File: src/rtl/apb_bridge_pkg.sv
// -----------------------------------------------------------------------------
// apb_bridge_pkg
// Shared definitions for the multi-slave AHB-Lite to APB bridge:
//   - state_t     : bridge FSM states
//   - TR_*        : AHB HTRANS encodings
//   - calc_sel_w  : width of the slave-index field in HADDR
//   - calc_cnt_w  : width of the ACCESS wait counter
// -----------------------------------------------------------------------------
package apb_bridge_pkg;

  typedef enum logic [2:0] {
    S_IDLE,
    S_WLATCH,
    S_SETUP,
    S_ACCESS,
    S_ERR1,
    S_ERR2
  } state_t;

  localparam logic [1:0] TR_IDLE   = 2'b00;
  localparam logic [1:0] TR_BUSY   = 2'b01;
  localparam logic [1:0] TR_NONSEQ = 2'b10;
  localparam logic [1:0] TR_SEQ    = 2'b11;

  // max(1, $clog2(num_slv)): a single slave still needs a 1-bit field.
  function automatic int calc_sel_w(input int num_slv);
    return (num_slv <= 2) ? 1 : $clog2(num_slv);
  endfunction

  // max(1, $clog2(timeout+1)): counter must be able to hold the value timeout.
  function automatic int calc_cnt_w(input int timeout);
    return (timeout <= 1) ? 1 : $clog2(timeout + 1);
  endfunction

endpackage

File: src/rtl/apb_wait_timer.sv
// -----------------------------------------------------------------------------
// apb_wait_timer
// Saturating up-counter that measures APB ACCESS wait states.
// Ports:
//   clk, n_rst : clock, async active-low reset
//   clr        : synchronous clear (takes priority over inc)
//   inc        : count one wait cycle
//   expired    : high when the count is at MAX, or will reach MAX with this
//                cycle's increment, so the owner can leave on that same edge
// -----------------------------------------------------------------------------
module apb_wait_timer #(
  parameter int MAX = 4,
  parameter int W   = 3
) (
  input  logic clk,
  input  logic n_rst,
  input  logic clr,
  input  logic inc,
  output logic expired
);

  localparam logic [W-1:0] MAX_V = W'(MAX);

  logic [W-1:0] cnt;

  always_ff @(posedge clk or negedge n_rst) begin
    if (!n_rst) begin
      cnt <= '0;
    end else if (clr) begin
      cnt <= '0;
    end else if (inc && (cnt != MAX_V)) begin
      cnt <= cnt + 1'b1;
    end
  end

  assign expired = (cnt == MAX_V) || (inc && (cnt == MAX_V - 1'b1));

endmodule

File: src/rtl/apb_bridge_mslv.sv
// -----------------------------------------------------------------------------
// apb_bridge_mslv
// AHB-Lite slave to multi-slave APB3 master bridge. One AHB region
// (HADDR[ADDR_W-1] == 1) is split into NUM_SLV APB slaves selected by
// HADDR[SEL_LSB +: SEL_W]. Slave errors, PREADY timeouts and unmapped indices
// are returned as the two-cycle AHB ERROR response.
//
// Ports:
//   clk, n_rst                 : clock, async active-low reset
//   HTRANS, HWRITE, HADDR      : AHB address phase
//   HWDATA                     : AHB write data (data phase)
//   HREADY, HRESP, HRDATA      : AHB response
//   PADDR, PWDATA, PWRITE      : APB shared request bus
//   PENABLE, PSEL[NUM_SLV]     : APB phase control, one-hot select
//   PRDATA, PREADY, PSLVERR    : per-slave APB responses (slave i at slice i)
//
// Handshake: HREADY is both "current transfer done" and "address phase
// accepted". A request (NONSEQ/SEQ inside the bridge region) is taken only
// on a clock edge where HREADY is high; HREADY is high in S_IDLE, in S_ERR2
// and in the S_ACCESS cycle where the selected slave completes with OKAY.
// On the APB side the access ends on the edge where PSEL[idx], PENABLE and
// PREADY[idx] are all high.
// -----------------------------------------------------------------------------
module apb_bridge_mslv
  import apb_bridge_pkg::*;
#(
  parameter int ADDR_W  = 32,
  parameter int DATA_W  = 32,
  parameter int NUM_SLV = 6,
  parameter int SEL_LSB = 12,
  parameter int TIMEOUT = 0
) (
  input  logic                      clk,
  input  logic                      n_rst,
  input  logic [1:0]                HTRANS,
  input  logic                      HWRITE,
  input  logic [ADDR_W-1:0]         HADDR,
  input  logic [DATA_W-1:0]         HWDATA,
  output logic                      HREADY,
  output logic                      HRESP,
  output logic [DATA_W-1:0]         HRDATA,
  output logic [ADDR_W-1:0]         PADDR,
  output logic [DATA_W-1:0]         PWDATA,
  output logic                      PWRITE,
  output logic                      PENABLE,
  output logic [NUM_SLV-1:0]        PSEL,
  input  logic [NUM_SLV*DATA_W-1:0] PRDATA,
  input  logic [NUM_SLV-1:0]        PREADY,
  input  logic [NUM_SLV-1:0]        PSLVERR
);

  localparam int SEL_W = calc_sel_w(NUM_SLV);

  state_t              state;
  state_t              state_nx;
  logic [SEL_W-1:0]    idx_q;
  logic [ADDR_W-1:0]   haddr_q;
  logic [SEL_W-1:0]    haddr_idx;
  logic                req;
  logic                addr_mapped;
  logic                hready_i;
  logic                take;
  logic                sel_ready;
  logic                sel_err;
  logic [DATA_W-1:0]   sel_rdata;
  logic                timed_out;

  // Address-phase decode, independent of HREADY to keep the FSM loop-free.
  assign haddr_idx   = HADDR[SEL_LSB +: SEL_W];
  assign req         = ((HTRANS == TR_NONSEQ) || (HTRANS == TR_SEQ)) && HADDR[ADDR_W-1];
  assign addr_mapped = (32'(haddr_idx) < 32'(NUM_SLV));
  assign take        = hready_i && req;

  // Response mux for the slave owning the current access.
  always_comb begin
    sel_ready = 1'b0;
    sel_err   = 1'b0;
    sel_rdata = '0;
    for (int i = 0; i < NUM_SLV; i++) begin
      if (idx_q == SEL_W'(i)) begin
        sel_ready = PREADY[i];
        sel_err   = PSLVERR[i];
        sel_rdata = PRDATA[i*DATA_W +: DATA_W];
      end
    end
  end

  // Next state and HREADY. Every state with HREADY high samples a new
  // address phase with the same decode.
  always_comb begin
    state_nx = state;
    hready_i = 1'b0;
    case (state)
      S_IDLE:   hready_i = 1'b1;
      S_WLATCH: state_nx = S_SETUP;
      S_SETUP:  state_nx = S_ACCESS;
      S_ACCESS: begin
        if (sel_ready && !sel_err) begin
          hready_i = 1'b1;
        end else if (sel_ready || timed_out) begin
          state_nx = S_ERR1;
        end
      end
      S_ERR1:   state_nx = S_ERR2;
      S_ERR2:   hready_i = 1'b1;
      default:  state_nx = S_IDLE;
    endcase
    if (hready_i) begin
      if (!req) begin
        state_nx = S_IDLE;
      end else if (!addr_mapped) begin
        state_nx = S_ERR1;
      end else if (HWRITE) begin
        state_nx = S_WLATCH;
      end else begin
        state_nx = S_SETUP;
      end
    end
  end

  // PADDR/PWRITE load only when a mapped access heads into SETUP, so they
  // hold across unmapped requests and idle periods.
  always_ff @(posedge clk or negedge n_rst) begin
    if (!n_rst) begin
      state   <= S_IDLE;
      idx_q   <= '0;
      haddr_q <= '0;
      PADDR   <= '0;
      PWRITE  <= 1'b0;
      PWDATA  <= '0;
    end else begin
      state <= state_nx;
      if (take) begin
        idx_q   <= haddr_idx;
        haddr_q <= HADDR;
      end
      if (take && addr_mapped && !HWRITE) begin
        PADDR  <= HADDR;
        PWRITE <= 1'b0;
      end else if (state == S_WLATCH) begin
        PADDR  <= haddr_q;
        PWRITE <= 1'b1;
        PWDATA <= HWDATA;
      end
    end
  end

  generate
    if (TIMEOUT > 0) begin : g_timer
      logic tmr_clr;
      logic tmr_inc;
      assign tmr_clr = (state == S_SETUP);
      assign tmr_inc = (state == S_ACCESS) && !sel_ready;
      apb_wait_timer #(
        .MAX (TIMEOUT),
        .W   (calc_cnt_w(TIMEOUT))
      ) u_timer (
        .clk     (clk),
        .n_rst   (n_rst),
        .clr     (tmr_clr),
        .inc     (tmr_inc),
        .expired (timed_out)
      );
    end else begin : g_no_timer
      assign timed_out = 1'b0;
    end
  endgenerate

  always_comb begin
    PSEL = '0;
    for (int i = 0; i < NUM_SLV; i++) begin
      PSEL[i] = ((state == S_SETUP) || (state == S_ACCESS)) && (idx_q == SEL_W'(i));
    end
  end

  assign HREADY  = hready_i;
  assign HRESP   = (state == S_ERR1) || (state == S_ERR2);
  assign PENABLE = (state == S_ACCESS);
  // Read data is forwarded only on an OKAY read completion.
  assign HRDATA  = ((state == S_ACCESS) && !PWRITE && sel_ready && !sel_err) ? sel_rdata : '0;

endmodule

File: config.mk
export PLATFORM = sky130hd
export DESIGN_NAME = apb_bridge_mslv
export DESIGN_NICKNAME = d
export VERILOG_FILES = /design/src/rtl/apb_bridge_pkg.sv /design/src/rtl/apb_wait_timer.sv /design/src/rtl/apb_bridge_mslv.sv
export SDC_FILE = /design/constraint.sdc
export NUM_CORES = 1
export LEC_CHECK = 0
export ABC_AREA = 0
export CAP_MARGIN = 20
export CORE_AREA = 2 2 145 147
export CTS_BUF_LIST = sky130_fd_sc_hd__clkbuf_16
export DETAILED_ROUTE_END_ITERATION = 8
export DIE_AREA = 0 0 147 149
export PLACE_DENSITY = 0.75
export SYNTH_ARGS = -nofsm -noshare
export SYNTH_HDL_FRONTEND = slang
export SYNTH_SLANG_ARGS = --single-unit
File: constraint.sdc
create_clock -name clk -period 3 [get_ports clk]
set_input_delay 0.6 -clock clk [delete_from_list [all_inputs] [get_ports clk]]
set_output_delay 0.6 -clock clk [all_outputs]
set_load 0.02 [all_outputs]
Word-level counts from Yosys, hierarchy flattened
Cells that the tools add are included.
{ "totals": {"mem_count": 0, "inputBits": 273, "regBits": 103, "mem_bits_ro": 0, "ramBits": 0, "latch_bits": 0} }
{ "classes": {"bitwise": 1, "eq_ne": 15, "muxes": 32, "multipliers": 0, "n_reduce_logical": 26, "div": 0, "magnitude_cmp": 1, "shift": 0, "n_addsub": 0} }
{ "ops": {"columns": ["op", "n"], "rows": [
  ["32-bit 2-to-1 mux", 9],
  ["1-bit 2-to-1 mux", 15],
  ["3-bit 2-to-1 mux", 5],
  ["3-bit case mux with 5 select lines", 1],
  ["1-bit logical AND", 14],
  ["3-bit by 2-bit == test with 1-bit output, second input constant", 4],
  ["3-bit == test, second input constant", 4],
  ["3-bit by 1-bit == test with 1-bit output, second input constant", 2],
  ["3-bit logical NOT", 2],
  ["2-bit == test, second input constant", 2],
  ["1-bit logical NOT", 3],
  ["1-bit logical OR", 3],
  ["3-bit less-than comparator, second input constant", 1],
  ["3-bit by 1-bit != test with 1-bit output, second input constant", 1],
  ["3-bit != test, second input constant", 1],
  ["3-bit AND reduction", 1],
  ["2-bit 2-to-1 mux", 1],
  ["2-bit by 1-bit != test with 1-bit output, second input constant", 1],
  ["1-bit case mux with 2 select lines", 1],
  ["2-bit AND reduction", 1],
  ["2-bit nonzero test", 1],
  ["2-bit OR reduction", 1],
  ["1-bit NOT", 1]
]} }

Logic depth before layout (Yosys ltp)
Gate-level depths: netlist of run 1.
{ "logic_depth": {"word_depth": 16, "mapped_depth": 9, "depth_no_buf": 5} }

Least setup slack after synthesis of run 1
OpenSTA, ideal clock, no wires.
{ "synth_path": {"kind": "input -> output", "from": "in PSLVERR[5]", "to": "out HRDATA[0]", "setup_slack_ns": -0.041, "path_buffers": 2, "arrival_ns": 2.441, "cell_stages": 7, "required_time_ns": 2.400, "cell_sequence": "mux2_1 a2111o_1 a211o_1 or2_1 clkbuf_1 buf_2 nor2_1"} }
{ "synth_between": {"elab_chain_cells": 4} }
{ "synth_lines": {"columns": ["item", "line", "rtl"], "rows": [
  ["start: declaration", "apb_bridge_mslv.sv:49", "input logic [NUM_SLV-1:0] PSLVERR"],
  ["1-bit 2-to-1 mux", "apb_bridge_mslv.sv:80", "if (idx_q == SEL_W'(i)) begin"],
  ["1-bit logical NOT", "apb_bridge_mslv.sv:180", "assign HRDATA = ((state == S_ACCESS) && !PWRITE && sel_ready && !sel_err) ? sel_rdata : '0;"],
  ["1-bit logical AND", "apb_bridge_mslv.sv:180", null],
  ["32-bit 2-to-1 mux", "apb_bridge_mslv.sv:180", null],
  ["end: declaration", "apb_bridge_mslv.sv:41", "output logic [DATA_W-1:0] HRDATA,"]
]} }
Every way passes these cells.

Final worst setup path of run 1
{ "layout_path": {"from": "reg idx_q[0]", "to": "out HRDATA[17]"} }
{ "layout_between": {"elab_chain_cells": 10} }
{ "layout_lines": {"columns": ["item", "line", "rtl"], "rows": [
  ["start: declaration", "apb_bridge_mslv.sv:56", "logic [SEL_W-1:0] idx_q;"],
  ["start signal: assignment", "apb_bridge_mslv.sv:134", "idx_q <= haddr_idx;"],
  ["3-bit logical NOT", "apb_bridge_mslv.sv:80", null],
  ["1-bit 2-to-1 mux (6 in a row)", "apb_bridge_mslv.sv:80", null],
  ["1-bit logical AND or 1-bit logical NOT (tied branches)", "apb_bridge_mslv.sv:180", null],
  ["1-bit logical AND", "apb_bridge_mslv.sv:180", null],
  ["32-bit 2-to-1 mux *", "apb_bridge_mslv.sv:180", null]
]} }
Every way passes the cells marked *; elsewhere a longest branch is shown, timed or not.

==> results of run 1 <==
[logic make-up (layout without fill, tap and decap cells)]
| kind of cell | count (synthesis) | after routing | share of synthesized area |
|---|---|---|---|
| buffers and inverters | 49 | 450 | 0.0399 |
| AO/OA/AOI/OAI | 83 | 83 | 0.119 |
| other | 0 | 3 | 0 |
| multiplexers | 132 | 132 | 0.329 |
| AND/OR/NAND/NOR | 96 | 96 | 0.0839 |
| XOR/XNOR | 1 | 1 | 0.00149 |
| flip-flops | 100 | 100 | 0.427 |
[routing by layer]
| metal | part of all wire | global-route usage | vias up | routed length [um] |
|---|---|---|---|---|
| met5 | 0.00053 | 0 | - | 12 |
| met4 | 0.028 | 0.0683 | 2 | 646 |
| met3 | 0.083 | 0.0587 | 37 | 1880 |
| met2 | 0.52 | 0.361 | 256 | 11900 |
| met1 | 0.37 | 0.224 | 2716 | 8340 |
| li1 | - | - | 2557 | - |
[power by group]
part | switching [mW] | total (mW) | internal [mW]
clock | 0.496 | 1.13 | 0.634
sequential | 0.384 | 2.40 | 2.02
combinational | 2.65 | 5.86 | 3.21
[worst max-delay path, delay by kind of cell, from the launching register on]
family	cells	cell delay (ns)
flops	1	0.51
buf+inv	2	0.35
compound gates	2	0.64
simple gates	2	0.44
mux	1	0.31
[worst paths after layout]
check	startpoint	endpoint	slack, ns	cells past startpoint
min in group clk	haddr_q[31]	haddr_q[31]	0.45	2
setup reg to reg	idx_q[0]	PADDR[25]	0.15	10
setup / recovery	idx_q[0]	HRDATA[17]	-0.21	7
hold reg to reg	haddr_q[31]	haddr_q[31]	0.45	2
hold / removal	n_rst	PWDATA[14]	0.21	1
max in group asynchronous	n_rst	haddr_q[8]	2.02	2
[registers in the layout, summed over array words and instances, names as in the netlist]
| name | count |
|---|---|
| PADDR | 32 |
| state | 3 |
| haddr_q | 30 |
| idx_q | 2 |
| PWDATA | 32 |
| PWRITE | 1 |
[cell type report]
class	instances	share of cell area
well taps	275	0.0318
flip-flops and latches	100	0.232
repair buffers	427	0.398
diodes	3	0.000695
multi-input cells	312	0.308
clock buffers	9	0.0208
clock inverters	7	0.00533
inverters	7	0.00243
[Yosys cell counts (all sizes together) (2+ instances only)]
| cell type | n |
|---|---|
| dfrtp | 100 |
| mux2 | 98 |
| nor2 | 39 |
| a22oi | 32 |
| a221o | 31 |
| mux4 | 31 |
| and2 | 28 |
| buf | 21 |
| clkbuf | 21 |
| inv | 7 |
| nand2 | 7 |
| nor2b | 5 |
| a21oi | 4 |
| and3 | 4 |
| o21ai | 4 |
| a2111oi | 3 |
| mux2i | 3 |
| nand2b | 3 |
| nor3 | 3 |
| a21o | 2 |
| nand3b | 2 |
[through the flow]
stage | area [um^2] | TNS, ns | hold WS, ns
after floorplan | 5860 | -1.22 | 0.304
after global placement | 10200 | -28.25 | 0.425
after detailed placement | 10200 | -29.19 | 0.436
after CTS | 10600 | -4.95 | 0.221
after global routing | 10800 | -7.29 | 0.245
final | 10800 | -4.99 | 0.209
[repair_timing]
| action | CTS | global route |
|---|---|---|
| pin swaps | 9 | 13 |
| endpoints found under the setup margin | 36 | 33 |
| resized for setup | 213 | 36 |
| cloned | 2 | 1 |
| buffers inserted | 6 | 3 |
==> flow_metrics.tcl, run 1 <==
set metrics [dict create \
    maxCapViolCount 0 \
    grt_overflow 0 \
    cts_buffer_depth 2 \
    cts.sinks 100 \
    ys_seq_area_frac 0.427 \
    tightestPinTransition_ns 0.489 \
    dr.pass1.iters 5 \
    post-route-period-util 1.07 \
    cts_root_buf "clkbuf_16" \
    power.density_nw_per_um2 869 \
    fill_cells 1783 \
    dp.cells 1110 \
    relSlewSlack 0.666 \
    cts_tree "done" \
    htreeDepth 3 \
    die_w_um 147 \
    viasPerCell 4.88 \
    clock.fmax_mhz 311 \
    grt_antenna_before_repair 4 \
    post-place-ws_ns -0.797 \
    syn2layout_area_growth_pct 84.3 \
    worstPathRequired_ns 2.40 \
    grt_max_degree 66 \
    grt_pass1_wl_um 33900 \
    drc 0 \
    netlist-cell-type-count 39 \
    cp-start-kind "flop" \
    ios 379 \
    multi_input_area_um2 3330 \
    slowest_stage "dfrtp_4" \
    holdBufCountCts 0 \
    avgSynthCellArea_um2 12.7 \
    rows 53 \
    grt_pass1_vias 5865 \
    setup_viol 32 \
    grt_setup_unrepaired "yes" \
    fp.dieH_um 149 \
    cts-buffers-inserted 9 \
    wl_um 22800 \
    syn_nets 734 \
    gp_congestion 0.825 \
    crit_chain "mux2_4 > a2111o_1 > a211o_1 > or2_4 > clkbuf_16 > nor2_1 > buf_4" \
    ant_nets 0 \
    final_cell_mix "clkdlybuf4s50_1, dfrtp_1, mux2_2" \
    fin_nets 1130 \
    fin_util 0.526 \
    leakage_nw 4.44 \
    vdd_drop_max_mv 0.655 \
    total_power_mw 9.39 \
    stdcell_count 1140 \
    route.vias.total 5568 \
    critical_path_class "reg -> out" \
    critPathMaxFanout 8 \
    wl_per_cell_um 20.0 \
    arrival_ns 2.61 \
    ys_ff_latch 100 \
    status "complete, but fails checks" \
    yosys.area.top_type "dfrtp_1" \
    cp-end-kind "output port" \
    drt_iter0_drc 190 \
    track_usage 0.199 \
    hold_path_class "in -> async" \
    hold_viol 0 \
    ff_latch_area_um2 2510 \
    clk_pin_slew_ns 0.07 \
    synthArstFlopShare 1.00 \
    layout_commonest_cell "clkdlybuf4s50_1" \
    portBuffers 377 \
    max_stage_delay_ns 0.51 \
    synth_edf_count 0 \
    layout_setup_ws_ns -0.211 \
    dpl.hpwl_um 17100 \
    fin_skew_ns 0.00873 \
    synth.area.top_cells "dfrtp_1, mux2_2, mux4_2, mux2_4, a221o_1" \
    syn_area_um2 5860 \
    yosys_warnings 0 \
    synthFlopType "dfrtp_1" \
    violations "setup timing" \
    core-area_um2 20600 \
    drv_slew 0 \
    drive_gt1_frac 0.302 \
    postSynthCellCount 461 \
    die-area_um2 21900 \
    synth_top_area_share 0.427 \
    insertion_delay_ns 0.34 \
    start_util 0.285 \
    period_minus_slack_ns 3.21 \
]
No activity file was read; power rests on OpenSTA's default activity.
==> run 2: changes to the inputs <==
--- a/config.mk
+++ b/config.mk
@@ -7,11 +7,11 @@
 export LEC_CHECK = 0
 export ABC_AREA = 0
 export CAP_MARGIN = 20
-export CORE_AREA = 2 2 145 147
+export CORE_AREA = 4 4 147 149
 export CTS_BUF_LIST = sky130_fd_sc_hd__clkbuf_16
 export DETAILED_ROUTE_END_ITERATION = 8
-export DIE_AREA = 0 0 147 149
-export PLACE_DENSITY = 0.75
+export DIE_AREA = 0 0 151 153
+export PLACE_DENSITY = 0.78
 export SYNTH_ARGS = -nofsm -noshare
 export SYNTH_HDL_FRONTEND = slang
 export SYNTH_SLANG_ARGS = --single-unit
==> constraint.sdc (replaced) <==
create_clock -name clk -period 2.9 [get_ports clk]
set_input_delay 0.58 -clock clk [delete_from_list [all_inputs] [get_ports clk]]
set_output_delay 0.58 -clock clk [all_outputs]
set_load 0.02 [all_outputs]
==> run 2 against run 1 <==
  * The flow still finishes with violations (setup timing)
  * Combinational power increased by 8.2%
  * Clock power decreased by 5%
  * First-iteration DRC count increased by 11%
  * Sequential power increased by 3%
  * Register-to-register slack got worse by 0.05 ns
  * Final cell count increased by 0.79%
  * Utilization increased by 2.0 points
  * Via count increased by 0.75%
  * Total power increased by 5.2%
  * Critical endpoint is now HRDATA[30]
==> flow_metrics.tcl, run 2 (same netlist as run 1, synthesis figures left out) <==
set metrics [dict create \
    die-area_um2 23100 \
    die_w_um 151 \
    clock.fmax_mhz 312 \
    r2r-end "PADDR[27]" \
    route.vias.total 5610 \
    layout_commonest_cell "clkdlybuf4s50_1" \
    htreeDepth 3 \
    ff2ff_setup_slack_ns 0.10 \
    tightestPinTransition_ns 0.515 \
    fin_skew_ns 0.00812 \
    r2r_start "idx_q[0]" \
    grt_pass1_vias 6003 \
    cts_root_buf "clkbuf_16" \
    drive_gt1_frac 0.317 \
    clk_pin_slew_ns 0.07 \
    slowest_stage "dfrtp_4" \
    p_sw_mw 3.73 \
    portBuffers 377 \
    leakage_nw 4.48 \
    hold_path_class "in -> async" \
    critical_path_class "reg -> out" \
    reg_top3 "PADDR x32, PWDATA x32, haddr_q x30" \
    maxCapViolCount 0 \
    critPathMaxFanout 6 \
    dpl.hpwl_um 19100 \
    wl_um 23900 \
    relSlewSlack 0.657 \
    setup_viol 32 \
    grt_overflow 0 \
    layout_setup_ws_ns -0.301 \
    cp-end-kind "output port" \
    intPower_mw 6.15 \
    insertion_delay_ns 0.33 \
    dr.pass1.iters 5 \
    period_minus_slack_ns 3.20 \
    vdd_drop_max_mv 0.576 \
    wl_per_cell_um 20.8 \
    final_cell_mix "clkdlybuf4s50_1, dfrtp_1, mux2_2" \
    syn2layout_area_growth_pct 87.5 \
    p_comb_frac 0.642 \
    cts_tree "done" \
    ant_nets 0 \
    post-route-period-util 1.10 \
    grt_antenna_before_repair 6 \
    ios 379 \
    drv_slew 0 \
    fin_nets 1142 \
    stdcell_count 1149 \
    viasPerCell 4.88 \
    rows 52 \
    max_stage_delay_ns 0.52 \
    grt_pass1_wl_um 35000 \
    p_sw_frac 0.377 \
    core-area_um2 20200 \
    cts_buffer_depth 2 \
    drt_iter0_drc 210 \
    fin_util 0.545 \
    cp-start-kind "flop" \
    grt_setup_unrepaired "yes" \
    power.density_nw_per_um2 898 \
    total_power_mw 9.88 \
    violations "setup timing" \
    dp.cells 1118 \
    track_usage 0.197 \
    crit_chain "mux2_4 > a2111o_1 > a211o_1 > or2_4 > buf_12 > a21oi_4 > buf_6" \
    gp_congestion 0.911 \
    arrival_ns 2.62 \
    clkPwrFrac 0.108 \
    start_util 0.291 \
    grt_max_degree 48 \
    r2r_cells 10 \
    hold_viol 0 \
    cts-buffers-inserted 9 \
    fill_cells 1702 \
    worstPathRequired_ns 2.32 \
    cts.sinks 100 \
    fp.dieH_um 153 \
    status "complete, but fails checks" \
    drc 0 \
    pwr-share-seq 0.250 \
]
-- run 2: cell count changes in the layout (fill, tap and decap cells not counted), moves of 2 or more --
cell             before  now
buf_16                2    0
dlymetal6s2s_1        3    0
nor2_1               16    8
nor2_2                3    1
nor2_4               20   30
clkdlybuf4s50_1     335  339
buf_12                7   12
buf_6                24   33
diode_2               3    5
-- run 2: worst max-delay path: cells and delay by family (launching register included) --
| family | cells | cell delay [ns] |
|---|---|---|
| muxes | 1 | 0.31 |
| AOI/OAI and AO/OA | 3 | 0.83 |
| DFF | 1 | 0.52 |
| and+or+nand+nor | 1 | 0.32 |
| buffers and inverters | 2 | 0.30 |
-- run 2: worst max path at each step --
stage / start / endpoint / slack [ns]
after global placement: PSLVERR[5] / HRDATA[2] / -0.92
final: idx_q[0] / HRDATA[30] / -0.30
after floorplan: PSLVERR[5] / HRDATA[0] / -0.04
after global routing: idx_q[0] / HRDATA[30] / -0.37
after detailed placement: PSLVERR[5] / HRDATA[1] / -0.96
after CTS: idx_q[0] / HRDATA[30] / -0.30
-- run 2: layout make-up --
cell class,instances,area (um^2),area share
repair buffers,439,4460,0.405
multi-input cells,312,3400,0.309
flip-flops and latches,100,2510,0.228
well taps,270,338,0.0307
clock buffers,9,225,0.0205
clock inverters,7,35.0,0.00319
inverters,7,26.3,0.00239
diodes,5,12.5,0.00114
-- run 2: routing by layer --
metal,track usage,vias up,part of all wire
met2,0.359,254,0.53
met3,0.0566,34,0.090
li1,-,2576,-
met4,0.0669,2,0.022
met5,0,-,0.00054
met1,0.216,2744,0.36
-- run 2: through the flow --
stage | setup TNS (ns) | hold slack (ns) | instance area, um^2 | setup slack, ns
floorplan | -1.21 | 0.284 | 6100 | -0.0403
global placement | -39.83 | 0.426 | 10500 | -0.915
detailed placement | -40.20 | 0.434 | 10500 | -0.960
CTS | -7.77 | 0.223 | 10900 | -0.301
global route | -9.91 | 0.241 | 11000 | -0.366
finish | -7.97 | 0.216 | 11000 | -0.301
-- run 2: timing repair --
| action | 4_1_cts | 5_1_grt |
|---|---|---|
| endpoints found under the setup margin | 36 | 33 |
| setup buffers | 5 | 5 |
| hold buffers | 0 | 0 |
| gates cloned | 2 | 0 |
| pin swaps | 32 | 6 |
| resized for setup | 214 | 6 |
-- run 2: power groups by stage --
stage | clock, mW | combinational, mW | sequential, mW
2_1_floorplan | 0 | 3.07 | 2.95
3_3_place_gp | 0 | 6.14 | 2.45
3_5_place_dp | 0 | 6.20 | 2.47
4_1_cts | 1.11 | 6.35 | 2.47
5_1_grt | 1.17 | 6.75 | 2.55
6_report | 1.07 | 6.34 | 2.47
==> run 3: changes to the inputs <==
--- a/config.mk
+++ b/config.mk
@@ -9,9 +9,11 @@
 export CAP_MARGIN = 20
 export CORE_AREA = 4 4 147 149
 export CTS_BUF_LIST = sky130_fd_sc_hd__clkbuf_16
+export CTS_CLUSTER_SIZE = 8
 export DETAILED_ROUTE_END_ITERATION = 8
 export DIE_AREA = 0 0 151 153
 export PLACE_DENSITY = 0.78
+export REMOVE_ABC_BUFFERS = 1
 export SYNTH_ARGS = -nofsm -noshare
 export SYNTH_HDL_FRONTEND = slang
 export SYNTH_SLANG_ARGS = --single-unit
==> run 3 against run 2 <==
  * The run still ends with setup timing left
  * Utilization shrank 0.64 points
  * Sequential power is essentially flat
  * Final area shrank 1.2%
  * Clock skew grew 0.0063 ns
  * Non-clock buffer count shrank 8
  * Combinational power shrank 2%
  * Largest cell class unchanged
  * Highest routed layer is now met4
  * Register-to-register slack gained 0.09 ns
  * Critical path depth is the same
  * First-iteration DRC count grew 4.3%
  * Via count grew 2.5%
  * Hold slack lost 0.059 ns
  * Critical path type unchanged
==> flow_metrics.tcl, run 3 (same netlist as run 1, synthesis figures left out) <==
set metrics [dict create \
    htreeDepth 3 \
    fp.dieH_um 153 \
    period_minus_slack_ns 3.22 \
    clkPwrFrac 0.121 \
    p_sw_frac 0.388 \
    hold_path_class "in -> async" \
    wl_per_cell_um 22.2 \
    grt_overflow 0 \
    maxCapViolCount 0 \
    arrival_ns 2.64 \
    r2r_cells 10 \
    portBuffers 377 \
    stdcell_count 1145 \
    dp.cells 1107 \
    cp-start-kind "flop" \
    viasPerCell 5.02 \
    total_power_mw 9.86 \
    route.vias.total 5750 \
    grt_max_degree 56 \
    critical_path_class "reg -> out" \
    r2r-end "haddr_q[21]" \
    track_usage 0.206 \
    violations "setup timing" \
    insertion_delay_ns 0.34 \
    ios 379 \
    p_sw_mw 3.83 \
    die-area_um2 23100 \
    ant_nets 0 \
    start_util 0.291 \
    grt_antenna_before_repair 9 \
    rows 52 \
    leakage_nw 4.46 \
    core-area_um2 20200 \
    relSlewSlack 0.639 \
    cts_root_buf "clkbuf_16" \
    vdd_drop_max_mv 0.546 \
    tightestPinTransition_ns 0.538 \
    grt_setup_unrepaired "yes" \
    status "complete, but fails checks" \
    post-route-period-util 1.11 \
    drive_gt1_frac 0.309 \
    fin_util 0.539 \
    p_comb_frac 0.627 \
    power.density_nw_per_um2 908 \
    fin_nets 1134 \
    die_w_um 151 \
    clk_pin_slew_ns 0.08 \
    final_cell_mix "clkdlybuf4s50_1, dfrtp_1, mux2_2" \
    cts_tree "done" \
    reg_top3 "PADDR x32, PWDATA x32, haddr_q x30" \
    ff2ff_setup_slack_ns 0.19 \
    worstSetupEndpoint "HRDATA[8]" \
    drc 0 \
    hold_viol 0 \
    dr.pass1.iters 4 \
    syn2layout_area_growth_pct 85.3 \
    setup_viol 33 \
    gp_congestion 0.841 \
    grt_pass1_wl_um 36100 \
    cts_buffer_depth 2 \
    r2r_start "idx_q[0]" \
    layout_setup_ws_ns -0.323 \
    dpl.hpwl_um 19800 \
    grt_pass1_vias 6076 \
    drt_iter0_drc 219 \
    clock.fmax_mhz 310 \
    layout_commonest_cell "clkdlybuf4s50_1" \
    critPathMaxFanout 7 \
    pwr-share-seq 0.252 \
    cts-buffers-inserted 9 \
    wl_um 25500 \
    post-place-ws_ns -0.954 \
    drv_slew 0 \
    fin_skew_ns 0.0144 \
    worstPathRequired_ns 2.32 \
    holdBufCountCts 0 \
    intPower_mw 6.04 \
    startpoint "idx_q[0]" \
    cts.sinks 100 \
    cp-end-kind "output port" \
]
## run 3: what timing repair did
item	CTS	global route
pin swaps	18	2
setup buffers	3	7
resized for setup	212	30
gates cloned	2	1
setup endpoints to repair	36	65
## run 3: final cells by class
type                       count  area [um^2]
fill                        1710         9300
timing repair buffer         431         4350
multi-input combinational    312         3330
sequential                   100         2510
tap                          270          338
clock buffer                   9          225
clock inverter                 7         70.1
inverter                       7         26.3
antenna                        9         22.5
## run 3: worst max-delay path, cell delays in order (launching register included)
cell	delay, ns
dfrtp_4	0.53
mux2_4	0.32
a2111o_1	0.40
a211o_1	0.26
or2_4	0.32
clkbuf_16	0.20
nor2_1	0.12
buf_4	0.15
## run 3: power by group through the flow
stage / clock network (mW) / logic (mW) / registers (mW)
floorplan: 0 / 2.59 / 3.18
finish: 1.19 / 6.19 / 2.48
detailed placement: 0 / 5.88 / 2.49
CTS: 1.23 / 6.06 / 2.48
global route: 1.29 / 6.57 / 2.57
global placement: 0 / 5.83 / 2.47
## run 3: how the worst min path moves through the flow
| stage | endpoint | slack (ns) | depth (start not counted) |
|---|---|---|---|
| floorplan | PADDR[0] | 0.28 | 0 |
| global placement | haddr_q[31] | 0.43 | 2 |
| detailed placement | haddr_q[31] | 0.44 | 2 |
| CTS | PWDATA[20] | 0.16 | 1 |
| global route | PWDATA[20] | 0.17 | 1 |
| finish | PWDATA[20] | 0.16 | 1 |
## run 3: metrics by stage
| step | cell area (um^2) | hold WS, ns | TNS [ns] |
|---|---|---|---|
| final | 10900 | 0.157 | -8.66 |
| after global routing | 10900 | 0.169 | -11.25 |
| after CTS | 10700 | 0.164 | -8.55 |
| after detailed placement | 10200 | 0.435 | -42.81 |
| after global placement | 10200 | 0.426 | -38.29 |
| after floorplan | 5660 | 0.284 | -271.13 |
## run 3: per-layer routing
layer	GRT usage	part of all wire	vias to the layer above
met4	0.0846	0.041	0
met1	0.225	0.35	2838
met5	0	0	-
li1	-	-	2569
met2	0.366	0.51	294
met3	0.0628	0.096	49
==> patch 1 (settings of run 1) <==
Set the parameter `NUM_SLV` to 7 (it was 6).
--- a/src/rtl/apb_bridge_mslv.sv
+++ b/src/rtl/apb_bridge_mslv.sv
@@ -27,5 +27,5 @@
   parameter int ADDR_W  = 32,
   parameter int DATA_W  = 32,
-  parameter int NUM_SLV = 6,
+  parameter int NUM_SLV = 7,
   parameter int SEL_LSB = 12,
   parameter int TIMEOUT = 0
Ports: changed (resized PRDATA, PREADY, PSEL and PSLVERR); port bits go from 379 to 414. The function was not compared with the original's and may differ.
==> patch 1 against run 1 <==
- worst setup slack improved by 0.071 ns
- sequential cell count unchanged
- total power increased by 6.5%
- wire length increased by 20%
- core utilization increased by 4.8 points
- the run still ends with setup timing left
- area after synthesis increased by 11%
- design area increased by 9.1%
- die area unchanged
==> patch 1: results (changes against run 1) <==
Outcome - finished with violations
Violated checks - setup timing
FF-to-FF Start - idx_q[1]
LEAKAGE - 5.21 nW (+17%)
Initial antenna violation count - 2 (-2)
Worst Skew - 0.00503 ns (-0.00370 ns)
Register area share after synthesis - 38.5% (-4.1 points)
Tot GR Track Use - 24.1% (+4.2 points)
DR WL/cell - 19.9 µm (-0.52%)
Cell count after placement - 1344 (+21%)
Syn Area/Cell - 9.59 µm² (-25%)
Number of CTS-inserted buffers - 9 (unchanged)
Vias in the first global route - 7173 (+22%)
Dpl ws - -0.673 ns (+0.124 ns)
Syn_nets - 984 (+34%)
Vias per std cell - 5.09 (+4.2%)
Clock Path Buffers - 2 (unchanged)
Iter 0 DRT Violations - 383 (+100%)
Post-synth top cells - dfrtp_1 (100), nand2_1 (70), inv_1 (65), mux2i_1 (49), o221ai_1 (47)
Area after DPL - 0.0111 mm² (+9.2%)
Synth unique cells - 49 (+26%)
Ys flop type - dfrtp_1
Routability cong. - 0.890 (+7.8%)
Critical path's largest stage delay - 0.54 ns (+0.03 ns)
Worst IR Drop VDD - 0.000644 V (-1.7%)
CP top delay family - buffers and inverters
# port buffers - 412 (+9.3%)
Setup WS post-layout - -0.140 ns (+0.0710 ns)
Fillers - 1731 (-2.9%)
Root Driver - clkbuf_16
Fraction of layout cells with a size suffix above 1 - 18.9% (-11 points)
Largest net degree at the start of global routing - 65 (-1.5%)
HPWL Detailed - 20900 µm (+23%)
Slew HR - 67.8% (+1.3 points)
Maximum fanout along the worst path - 6 (-2)
Post-Layout Cell Count - 1380 (+21%)
Setup Viol. Count Final - 31 (-3.1%)
-- patch 1: changes by cell type in the layout (fill, tap and decap cells not counted), moves of 32 or more --
cell,delta
inv_1,+58
o221ai_1,+46
mux2i_1,+46
mux2_2,-34
a21oi_1,+32
nand2_1,+63
clkdlybuf4s50_1,+39
-- patch 1: power groups by stage --
stage / combinational (mW) / sequential, mW / clock, mW
CTS: 6.41 / 2.44 / 1.17
detailed placement: 6.23 / 2.43 / 0
global placement: 6.20 / 2.41 / 0
global route: 6.88 / 2.51 / 1.23
finish: 6.42 / 2.43 / 1.15
floorplan: 3.17 / 2.86 / 0
-- patch 1: worst paths after layout --
kind / endpoint / slack, ns / cells past startpoint
hold reg to reg: PADDR[15] / 0.48 / 2
hold / removal: PWDATA[18] / 0.21 / 1
setup reg to reg: idx_q[0] / 0.36 / 8
max in group asynchronous: PADDR[4] / 2.13 / 2
min in group clk: PADDR[15] / 0.48 / 2
setup / recovery: HRDATA[15] / -0.14 / 11
-- patch 1: stage by stage --
| step | utilization [%] | TNS [ns] |
|---|---|---|
| final | 57.3 | -2.06 |
| after CTS | 57.1 | -4.07 |
| after global placement | 54.1 | -20.46 |
| after detailed placement | 54.1 | -21.62 |
| after global routing | 57.3 | -6.27 |
| after floorplan | - | 0 |
-- patch 1: logic make-up (layout without fill, tap and decap cells) --
family / Yosys count / in the layout / synth area share, %
flops: 100 / 100 / 38.5
buf+inv: 125 / 551 / 8.34
other cells: 0 / 2 / 0
mux: 116 / 116 / 21.0
xor+xnor: 1 / 1 / 0.135
simple gates: 157 / 157 / 10.8
compound gates: 177 / 177 / 21.0
fa+ha+maj: 1 / 1 / 0.154
-- patch 1: worst reg2reg max path: cells and delay by family, from the launching register on --
kind / cells / cell delay [ns]
flip-flops: 1 / 0.54
AO/OA/AOI/OAI: 3 / 0.76
buffers and inverters: 3 / 0.55
multiplexers: 2 / 0.68
-- patch 1: final cells by class --
type                    count  area share (%)
clock buffers               9            1.91
clock inverters             7           0.563
inverters                  65            2.07
flip-flops and latches    100            21.3
repair buffers            470            40.7
well taps                 275            2.92
diodes                      2          0.0425
multi-input cells         452            30.6
-- patch 1: layer usage --
layer  track usage [%]  wire [µm]  up-vias
met5                 0          0        -
met2              41.9      13600      327
met3              6.76       2480       46
li1                  -          -     3262
met1              28.7      10600     3385
met4              8.27        683        0
-- patch 1: repair_timing --
item / 4_1_cts / 5_1_grt
setup endpoints to repair: 34 / 34
pin swaps: 2 / 5
setup buffers: 13 / 7
gates cloned: 2 / 0
gates resized for setup: 227 / 14
endpoints found under the hold margin: 0 / 0
==> patch 2 (settings of run 1) <==
Without the edit above. Encoding of `state_t`: now one-hot (6 bits for 6 states).
--- a/src/rtl/apb_bridge_pkg.sv
+++ b/src/rtl/apb_bridge_pkg.sv
@@ -9,11 +9,11 @@
 package apb_bridge_pkg;
 
-  typedef enum logic [2:0] {
-    S_IDLE,
-    S_WLATCH,
-    S_SETUP,
-    S_ACCESS,
-    S_ERR1,
-    S_ERR2
+  typedef enum logic [5:0] {
+    S_IDLE   = 6'b000001,
+    S_WLATCH = 6'b000010,
+    S_SETUP  = 6'b000100,
+    S_ACCESS = 6'b001000,
+    S_ERR1   = 6'b010000,
+    S_ERR2   = 6'b100000
   } state_t;
 
Behaviour: same outputs for any inputs over 4 cycles, from zero or initial values and one cycle with n_rst low; so few cycles prove little.
==> patch 2 against run 1 <==
- the flow still finishes with violations (setup timing)
- worst setup slack got worse by 0.087 ns
- sequential cell count grew 3
- final cell count increased by 10%
- total power down 31%
- wire length up 2.2%
- design area increased by 2.4%
- area after synthesis increased by 1.5%
- maximum frequency decreased by 2.6%
==> patch 2: results (changes against run 1) <==
Worst Skew - 0.00745 ns (-0.00127 ns)
Iter 0 DRT Violations - 179 (-5.8%)
Worst IR Drop VDD - 0.000563 V (-14%)
Seq area share - 23.4% (+0.14 points)
Dpl ws - -0.761 ns (+0.0358 ns)
Mapped Cells - 577 (+25%)
Slew HR - 44.5% (-22 points)
Met2 wire length - 11900 µm (-0.17%)
Clock-cell share - 2.97% (+0.36 points)
Compound-gate portion of the synthesized area - 10.9% (-1.0 points)
LEAKAGE - 4.58 nW (+3.2%)
CP max-delay cell - or4_4
M1 GR Usage - 23.8% (+1.4 points)
CP top delay family - simple AND/OR/NAND/NOR gates
Power Dens Cells - 589 mW/mm² (-32%)
Initial antenna violation count - 7 (+3)
Invs w/o clock - 7 (unchanged)
Setup Viol. Count Final - 33 (+3.1%)
Root Driver - clkbuf_16
XOR/XNOR Fraction of Synth Area - 0.441% (+0.29 points)
Multi-Input Combinational - 424 (+36%)
Final wirelength - 23300 µm (+2.2%)
DR WL/cell - 18.5 µm (-7.4%)
NonClk Buf Share - 39.4% (-0.47 points)
Synth unique cells - 47 (+21%)
Met3 Track Usage GR - 7.00% (+1.1 points)
Biggest regs - PADDR: 32 flops, PWDATA: 32 flops, haddr_q: 30 flops
Global-route wire length before repair - 34800 µm (+2.5%)
Multi-input logic area - 0.00342 mm² (+2.6%)
Setup WS post-layout - -0.298 ns (-0.0871 ns)
Syn_nets - 850 (+16%)
Violated checks - setup timing
Synth top area cells - dfrtp_1 (43%), mux4_2 (12%), nand2_1 (6.4%)
Area after DPL - 0.0106 mm² (+3.8%)
Reg power frac - 31.6% (+6.0 points)
FF+latch count, synth - 103 (+3.0%)
Met2 Use GR - 35.5% (-0.59 points)
HPWL Detailed - 18100 µm (+6.2%)
Switching share of power - 34.8% (-2.8 points)
Register area share after synthesis - 43.3% (+0.65 points)
Synth async-reset ratio - 100% (unchanged)
Routed length on met3 - 1990 µm (+5.9%)
Fillers - 1776 (-0.39%)
Multi-input combinational area share - 30.9% (+0.054 points)
Tot GR Track Use - 20.5% (+0.59 points)
Vias per std cell - 4.82 (-1.4%)
Fraction of layout cells with a size suffix above 1 - 22.0% (-8.1 points)
CTS clk-pin slew, worst paths - 0.08 ns
Mux cell area share after synthesis - 23.8% (-9.1 points)
Critical path's largest stage delay - 0.55 ns (+0.04 ns)
Count of plain and timing-repair buffers - 430 (+0.70%)
Post-synth top cells - dfrtp_1 (102), nand2_1 (102), nor2_1 (84), mux2i_1 (36), a21oi_1 (34)
Post-Route Setup TNS - -8.34 ns (-3.36 ns)
Outcome - finished with violations
Routability cong. - 0.847 (+2.7%)
Power Combinational - 3.16 mW (-46%)
Vias in the first global route - 6105 (+4.1%)
Cell count after placement - 1233 (+11%)
M1 wire length - 8790 µm (+5.4%)
## patch 2: cell types whose count changed after synthesis, sizes merged, moves of 28 or more
| cell | delta |
|---|---|
| mux2 | -66 |
| mux2i | +33 |
| a21oi | +30 |
| a22oi | -28 |
| nor2 | +47 |
| nand2 | +95 |
## patch 2: worst paths after layout
path | to | cells past startpoint | start | slack (ns)
setup / recovery | HRDATA[12] | 7 | state[0] | -0.30
hold / removal | PADDR[4] | 1 | n_rst | 0.34
setup reg to reg | idx_q[0] | 10 | state[0] | 0.09
hold reg to reg | PWDATA[15] | 2 | PWDATA[15] | 0.47
max in group asynchronous | PADDR[16] | 2 | n_rst | 1.92
min in group clk | PWDATA[15] | 2 | PWDATA[15] | 0.47
## patch 2: what timing repair did
action	4_1_cts	5_1_grt
hold buffers	0	0
pin swaps	0	34
buffers inserted	0	4
cloned	0	2
endpoints found under the setup margin	39	33
gates resized for setup	102	109
